[src/rtl/ukf_pkg.sv]
// Shared fixed-point definitions for the UKF pipeline stages.
// Holds the data/accumulator widths, the stage FSM state type and the ACC_W->DATA_W clamp.
package ukf_pkg;

    localparam int DATA_W  = 32;
    localparam int FRAC_W  = 16;
    localparam int GUARD_W = 4;
    localparam int ACC_W   = DATA_W + GUARD_W;

    typedef enum logic [3:0] {
        ST_IDLE   = 4'd0,
        ST_ACCUM  = 4'd1,
        ST_OUTPUT = 4'd2,
        ST_DONE   = 4'd3
    } state_t;

    // Value fits in DATA_W exactly when the guard bits and the DATA_W sign bit all agree.
    function automatic logic signed [DATA_W-1:0] sat_acc(input logic signed [ACC_W-1:0] a);
        logic [GUARD_W:0] top;
        top = a[ACC_W-1:DATA_W-1];
        if (top == '0 || top == '1) begin
            sat_acc = a[DATA_W-1:0];
        end else if (a[ACC_W-1]) begin
            sat_acc = {1'b1, {(DATA_W-1){1'b0}}};
        end else begin
            sat_acc = {1'b0, {(DATA_W-1){1'b1}}};
        end
    endfunction

endpackage

[src/rtl/ukf_sigma_mean_if.sv]
// Sigma-element input stream and mean-element output stream of the weighted-mean stage.
// Both streams use valid/ready: a beat moves on a clock edge where valid && ready; a
// producer holding valid keeps its payload stable until that edge.
interface ukf_sigma_mean_if #(
    parameter int N_STATE = 6
);
    import ukf_pkg::*;

    localparam int IDX_W = (N_STATE > 1) ? $clog2(N_STATE) : 1;

    logic              sig_valid;
    logic              sig_ready;
    logic [DATA_W-1:0] sig_data;
    logic              mean_valid;
    logic              mean_ready;
    logic [DATA_W-1:0] mean_data;
    logic [IDX_W-1:0]  mean_idx;

    modport master (
        output sig_valid, sig_data, mean_ready,
        input  sig_ready, mean_valid, mean_data, mean_idx
    );

    modport slave (
        input  sig_valid, sig_data, mean_ready,
        output sig_ready, mean_valid, mean_data, mean_idx
    );

endinterface

[src/rtl/ukf_fx_mac.sv]
// Fixed-point weighted term: full signed product, arithmetic shift by FRAC_W,
// and the low ACC_W bits of the result (wraps like the accumulator it feeds).
module ukf_fx_mac
    import ukf_pkg::*;
(
    input  logic signed [DATA_W-1:0] a,
    input  logic signed [DATA_W-1:0] w,
    output logic signed [ACC_W-1:0]  p
);

    logic signed [2*DATA_W-1:0] prod;
    logic                       unused_bits;

    assign prod = a * w;
    // Selecting bits FRAC_W upward equals an arithmetic right shift then truncation to ACC_W.
    assign p = prod[FRAC_W +: ACC_W];
    assign unused_bits = ^{prod[FRAC_W-1:0], prod[2*DATA_W-1:FRAC_W+ACC_W]};

endmodule

[src/rtl/ukf_sigma_mean.sv]
// Weighted mean of the propagated sigma points: one weighted accumulator per state
// element, then the saturated mean vector streamed to the covariance stage.
module ukf_sigma_mean
    import ukf_pkg::*;
#(
    parameter int N_STATE = 6,
    parameter int N_SIGMA = 2 * N_STATE + 1
) (
    input  logic              clk,
    input  logic              rst,
    input  logic              start,
    input  logic [DATA_W-1:0] w0,
    input  logic [DATA_W-1:0] wi,
    ukf_sigma_mean_if.slave   bus,
    output logic              busy,
    output logic              done,
    output logic [3:0]        state_dbg
);

    localparam int IDX_W = (N_STATE > 1) ? $clog2(N_STATE) : 1;
    localparam int SIG_W = $clog2(N_SIGMA);
    localparam logic [IDX_W-1:0] ELEM_LAST = IDX_W'(N_STATE - 1);
    localparam logic [SIG_W-1:0] SIG_LAST  = SIG_W'(N_SIGMA - 1);

    state_t state;
    state_t state_nxt;

    logic signed [DATA_W-1:0] w0_q;
    logic signed [DATA_W-1:0] wi_q;
    logic signed [DATA_W-1:0] w_cur;
    logic signed [ACC_W-1:0]  acc [N_STATE];
    logic signed [ACC_W-1:0]  term;
    logic [IDX_W-1:0]         elem_cnt;
    logic [IDX_W-1:0]         out_cnt;
    logic [SIG_W-1:0]         sig_cnt;

    logic beat;
    logic last_beat;
    logic out_beat;
    logic last_out;
    logic take_start;

    assign beat       = bus.sig_valid && bus.sig_ready;
    assign last_beat  = beat && (sig_cnt == SIG_LAST) && (elem_cnt == ELEM_LAST);
    assign out_beat   = bus.mean_valid && bus.mean_ready;
    assign last_out   = out_beat && (out_cnt == ELEM_LAST);
    assign take_start = (state == ST_IDLE) && start;

    assign w_cur = (sig_cnt == '0) ? w0_q : wi_q;

    ukf_fx_mac u_mac (
        .a (bus.sig_data),
        .w (w_cur),
        .p (term)
    );

    always_ff @(posedge clk) begin
        if (rst) begin
            state <= ST_IDLE;
        end else begin
            state <= state_nxt;
        end
    end

    always_comb begin
        state_nxt = state;
        case (state)
            ST_IDLE:   if (start)     state_nxt = ST_ACCUM;
            ST_ACCUM:  if (last_beat) state_nxt = ST_OUTPUT;
            ST_OUTPUT: if (last_out)  state_nxt = ST_DONE;
            ST_DONE:                  state_nxt = ST_IDLE;
            default:                  state_nxt = ST_IDLE;
        endcase
    end

    // Accumulators stay readable after DONE; only reset or the next start clears them.
    always_ff @(posedge clk) begin
        if (rst) begin
            w0_q     <= '0;
            wi_q     <= '0;
            elem_cnt <= '0;
            sig_cnt  <= '0;
            out_cnt  <= '0;
            for (int i = 0; i < N_STATE; i++) begin
                acc[i] <= '0;
            end
        end else begin
            if (take_start) begin
                w0_q     <= w0;
                wi_q     <= wi;
                elem_cnt <= '0;
                sig_cnt  <= '0;
                out_cnt  <= '0;
                for (int i = 0; i < N_STATE; i++) begin
                    acc[i] <= '0;
                end
            end
            if (beat) begin
                acc[elem_cnt] <= acc[elem_cnt] + term;
                if (elem_cnt == ELEM_LAST) begin
                    elem_cnt <= '0;
                    sig_cnt  <= sig_cnt + 1'b1;
                end else begin
                    elem_cnt <= elem_cnt + 1'b1;
                end
            end
            if (out_beat) begin
                out_cnt <= last_out ? '0 : out_cnt + 1'b1;
            end
        end
    end

    assign bus.sig_ready  = (state == ST_ACCUM);
    assign bus.mean_valid = (state == ST_OUTPUT);
    assign bus.mean_idx   = out_cnt;
    assign bus.mean_data  = sat_acc(acc[out_cnt]);
    assign busy           = (state != ST_IDLE);
    assign done           = (state == ST_DONE);
    assign state_dbg      = state;

endmodule

[src/flat_wrapper.sv]
// flat-port wrapper written by rule: the top's interface ports become plain ports
module ukf_sigma_mean_flat import ukf_pkg::*;
#(
    parameter int N_STATE = 6,
    parameter int N_SIGMA = 2 * N_STATE + 1
)
  (clk, rst, start, w0, wi, busy, done, state_dbg, bus_sig_valid, bus_sig_data, bus_mean_ready, bus_sig_ready, bus_mean_valid, bus_mean_data, bus_mean_idx);
  ukf_sigma_mean_if #(.N_STATE(N_STATE)) bus_i ();
  input  logic clk;
  input  logic rst;
  input  logic start;
  input  logic [DATA_W-1:0] w0;
  input  logic [DATA_W-1:0] wi;
  output logic busy;
  output logic done;
  output logic [3:0] state_dbg;
  input wire logic [$bits(bus_i.sig_valid)-1:0] bus_sig_valid;
  input wire logic [$bits(bus_i.sig_data)-1:0] bus_sig_data;
  input wire logic [$bits(bus_i.mean_ready)-1:0] bus_mean_ready;
  output wire logic [$bits(bus_i.sig_ready)-1:0] bus_sig_ready;
  output wire logic [$bits(bus_i.mean_valid)-1:0] bus_mean_valid;
  output wire logic [$bits(bus_i.mean_data)-1:0] bus_mean_data;
  output wire logic [$bits(bus_i.mean_idx)-1:0] bus_mean_idx;
  assign bus_i.sig_valid = bus_sig_valid;
  assign bus_i.sig_data = bus_sig_data;
  assign bus_i.mean_ready = bus_mean_ready;
  assign bus_sig_ready = bus_i.sig_ready;
  assign bus_mean_valid = bus_i.mean_valid;
  assign bus_mean_data = bus_i.mean_data;
  assign bus_mean_idx = bus_i.mean_idx;
  ukf_sigma_mean #(.N_STATE(N_STATE), .N_SIGMA(N_SIGMA)) u_core (.clk(clk), .rst(rst), .start(start), .w0(w0), .wi(wi), .bus(bus_i), .busy(busy), .done(done), .state_dbg(state_dbg));
endmodule
[config.mk]
export PLATFORM = sky130hd
export DESIGN_NAME = ukf_sigma_mean_flat
export DESIGN_NICKNAME = d
export VERILOG_FILES = /design/src/rtl/ukf_pkg.sv /design/src/rtl/ukf_sigma_mean_if.sv /design/src/rtl/ukf_fx_mac.sv /design/src/rtl/ukf_sigma_mean.sv /design/src/flat_wrapper.sv
export SDC_FILE = /design/constraint.sdc
export NUM_CORES = 2
export LEC_CHECK = 0
export CAP_MARGIN = 10
export CORE_MARGIN = 2
export CORE_UTILIZATION = 60
export CTS_CLUSTER_DIAMETER = 200
export DETAILED_ROUTE_END_ITERATION = 10
export PLACE_DENSITY = 0.78
export SYNTH_ARGS = -nofsm -noshare
export SYNTH_HDL_FRONTEND = slang
export SYNTH_SLANG_ARGS = --single-unit
[constraint.sdc]
create_clock -name clk -period 15.6 [get_ports clk]
set_input_delay 3.12 -clock clk [delete_from_list [all_inputs] [get_ports clk]]
set_output_delay 3.12 -clock clk [all_outputs]
set_load 0.02 [all_outputs]
==> impl_results.rst <==
.. list-table::
   :header-rows: 1

   * - Metric
     - Value
   * - Endpoint arrival time on the critical path
     - 14.25 ns
   * - Crit share post-route
     - 89.7%
   * - Setup repair after global routing missed its margin
     - no
   * - Number of antenna violations at the first check in global routing
     - 5
   * - Antenna violation net count after detailed routing
     - 0
   * - Relative slew slack
     - 10.7%
   * - Cell variety after synth
     - 68
   * - Cts repair resizes
     - 0
   * - Capture point of the worst path
     - u_core.acc[7][25]
   * - Fin Clk Skew
     - 0.0270 ns
   * - Cell repeated most along the worst path
     - fa_1
   * - Starting Density
     - 60.8%
   * - CTS root buf
     - clkbuf_16
   * - Final worst slack
     - 1.61 ns
   * - Yosys top cell area share
     - 36.7%
   * - Fraction of synthesis flops using an asynchronous set or reset pin
     - 0%
   * - Worst Path Required
     - 15.85 ns
   * - Type of the worst min-delay path
     - register to register
   * - TritonCTS Buffers
     - 36
   * - Min Clock Period, post-route
     - 13.99 ns
   * - Number of max-cap violations
     - 0
   * - R2R Setup Slk
     - 3.24 ns
   * - Worst Setup Start Kind
     - input port
   * - Number of synthesized register bits
     - 370
   * - Worst Max-Slew Pin Slew
     - 1.34 ns
   * - Setup slack at placement
     - 1.34 ns
   * - Area contributors post-synth
     - fa_1 37%, edfxtp_1 17%, inv_1 6.8%
   * - Count of non-filler cells in the finished layout
     - 5906
   * - Sort of element at the end of the critical path
     - register
   * - Setup TNS
     - 0 ns
   * - Vert. Die Dim
     - 293 um
   * - DRC violations left
     - 0
   * - Mean instance size in the synthesized netlist
     - 10.3 sq um
   * - Ys Warns
     - 0
   * - Worst reg2reg endpoint
     - u_core.acc[7][25]
   * - Number of core rows
     - 105
   * - Largest net degree at the start of global routing
     - 74
   * - Number of global-route vias before repair
     - 39100
   * - Family of cells with the greatest summed delay on the critical path
     - adder cells
   * - Status
     - finished, final reports clean
   * - Largest stage delay on the critical path
     - 1.36 ns
   * - Number of vias in the routed layout
     - 35600
   * - Clock tree from TritonCTS
     - built
   * - Largest driver fanout on the critical path
     - 24
   * - Full die area
     - 85700 sq um
   * - Half-perimeter wire length of the detailed placement result
     - 99.1 mm
   * - Fin util
     - 65.0%
   * - Top-Level Pins
     - 144
   * - FF-to-FF Start
     - u_core.sig_cnt[0]
   * - Stages on the worst setup path
     - 35
   * - Detailed-route vias per instance
     - 6.03
   * - Area of the placeable core
     - 82200 sq um
   * - CTS sink cnt
     - 370
   * - Final number of max-transition violations
     - 0
   * - Max Clk Rate
     - 0.0715 GHz
   * - Placed cells
     - 5842
   * - Grt total ovfl
     - 0
   * - Total of fill cells in the finished design
     - 6210
   * - Final routed wire length divided by cell count
     - 23.2 um
   * - Beginning of the critical path
     - bus_sig_data[6]
   * - Critical Path Slowest Stage Cell
     - clkdlybuf4s50_1
   * - Insertion delay of the later-clocked pin in the worst-skew pair
     - 0.55 ns
   * - Cell with the most instances after synthesis
     - fa_1
   * - Count of mapped cells out of synthesis
     - 4840
   * - Clock-pin slew on the worst setup and hold paths
     - 0.06 ns
   * - Global-route wire length before repair
     - 216 mm
   * - Share of post-route cells with drive strength above 1
     - 7.78%
   * - Violation count after the first detailed-route iteration
     - 3294
   * - Buffer and inverter count on the worst path
     - 8
   * - Synth-to-Final Area Change
     - 6.93%
   * - Cell count of the worst reg-to-reg path
     - 37
   * - Final nets
     - 6038
   * - Sequential share of the synthesized area
     - 20.6%
   * - Buffers from clock root to sink, at most
     - 3
   * - Post-CTS setup buffer count
     - 0
   * - Detailed-routing iteration count for the pre-antenna-repair pass
     - 6
   * - Type of the worst setup path
     - input port to register
   * - Area leader, netlist
     - fa_1
   * - Count of H-tree levels built during CTS
     - 2
   * - Commonest cells in the netlist
     - 917 x fa_1, 901 x inv_1, 633 x nand2_1
   * - Placer's final routability congestion estimate
     - 0.929
   * - Post-synthesis instance area
     - 50000 sq um
   * - Cts hold-fix bufs
     - 0
   * - Total routed wirelength
     - 137 mm
   * - Final-report setup violation count
     - 0
   * - Number of synthesized flops with an enable pin
     - 288
   * - Most instantiated flip-flop cell in the synthesis netlist
     - edfxtp_1
   * - Final-report hold violation count
     - 0
   * - Total routing usage reported by global routing
     - 33.1%
   * - Horizontal extent of the die
     - 293 um
   * - I/O Buffers
     - 141
-- worst min path at each step --
stage	from	to	depth (start not counted)
floorplan	u_core.wi_q[23]	u_core.wi_q[23]	2
global placement	u_core.wi_q[29]	u_core.wi_q[29]	2
detailed placement	u_core.wi_q[12]	u_core.wi_q[12]	2
CTS	u_core.w0_q[5]	u_core.w0_q[5]	2
global route	u_core.w0_q[19]	u_core.w0_q[19]	2
finish	u_core.wi_q[17]	u_core.wi_q[17]	2
-- per-stage QoR --
stage	cell area (sq um)	hold slack, ns
finish	53500	0.453
global route	53500	0.473
CTS	53500	0.453
detailed placement	52300	0.445
global placement	52300	0.440
floorplan	50000	0.432
-- flip-flops by register name, summed over array words and instances (netlist names), named ones only --
register and count:
u_core.sig_cnt 4, u_core.w0_q 32, u_core.bus.mean_idx 3, u_core.wi_q 32
u_core.elem_cnt 3, u_core.state_dbg 2, u_core.acc 288
-- layout by cell type (no fill, tap or decap), drive strengths merged, types with 12 or more instances in the layout --
cell	count
fa	917
inv	901
nand2	633
and2	430
edfxtp	288
nor2	277
ha	210
mux4	144
clkdlybuf4s50	138
a21oi	133
dfxtp	82
buf	74
xnor2	65
nor2b	65
mux2	64
o21ai	58
clkbuf	51
mux2i	43
xor2	35
a21o	30
nand3	28
nor3	21
nand2b	13
or2	12
-- per-layer routing --
layer | share of wire (%) | track usage (%) | up-vias
met1 | 35 | 41.8 | 18200
met3 | 9.9 | 5.87 | 471
met2 | 50 | 56.1 | 2027
met4 | 5.3 | 15.1 | 2
li1 | - | - | 14900
met5 | 0.0073 | 0 | -
-- tightest hold or removal path, cell delays in order, from the launching register on --
cell	delay, ns
dfxtp_1	0.31
nand2_1	0.05
a21oi_1	0.05
-- cell type report --
type / count / area [sq um] / share of cell area, %
multi-input cells: 3289 / 35300 / 66.1
flip-flops and latches: 370 / 10300 / 19.3
inverters: 901 / 3380 / 6.33
repair buffers: 212 / 1940 / 3.63
well taps: 1070 / 1340 / 2.50
clock buffers: 51 / 1070 / 2.01
clock inverters: 11 / 92.6 / 0.173
diodes: 2 / 5.00 / 0.00936
-- logic make-up after synthesis --
logic type | synth area share [%]
other | 0.00750
DFF | 20.6
xor gates and xnor gates | 1.80
buffers and inverters | 8.91
and+or+nand+nor | 14.3
adders and majority gates | 42.0
muxes | 8.81
AOI/OAI and AO/OA | 3.60
Power is left out: the tool's default activity adds up to more than one toggle a clock period on the data nets, which glitch-free logic cannot reach.
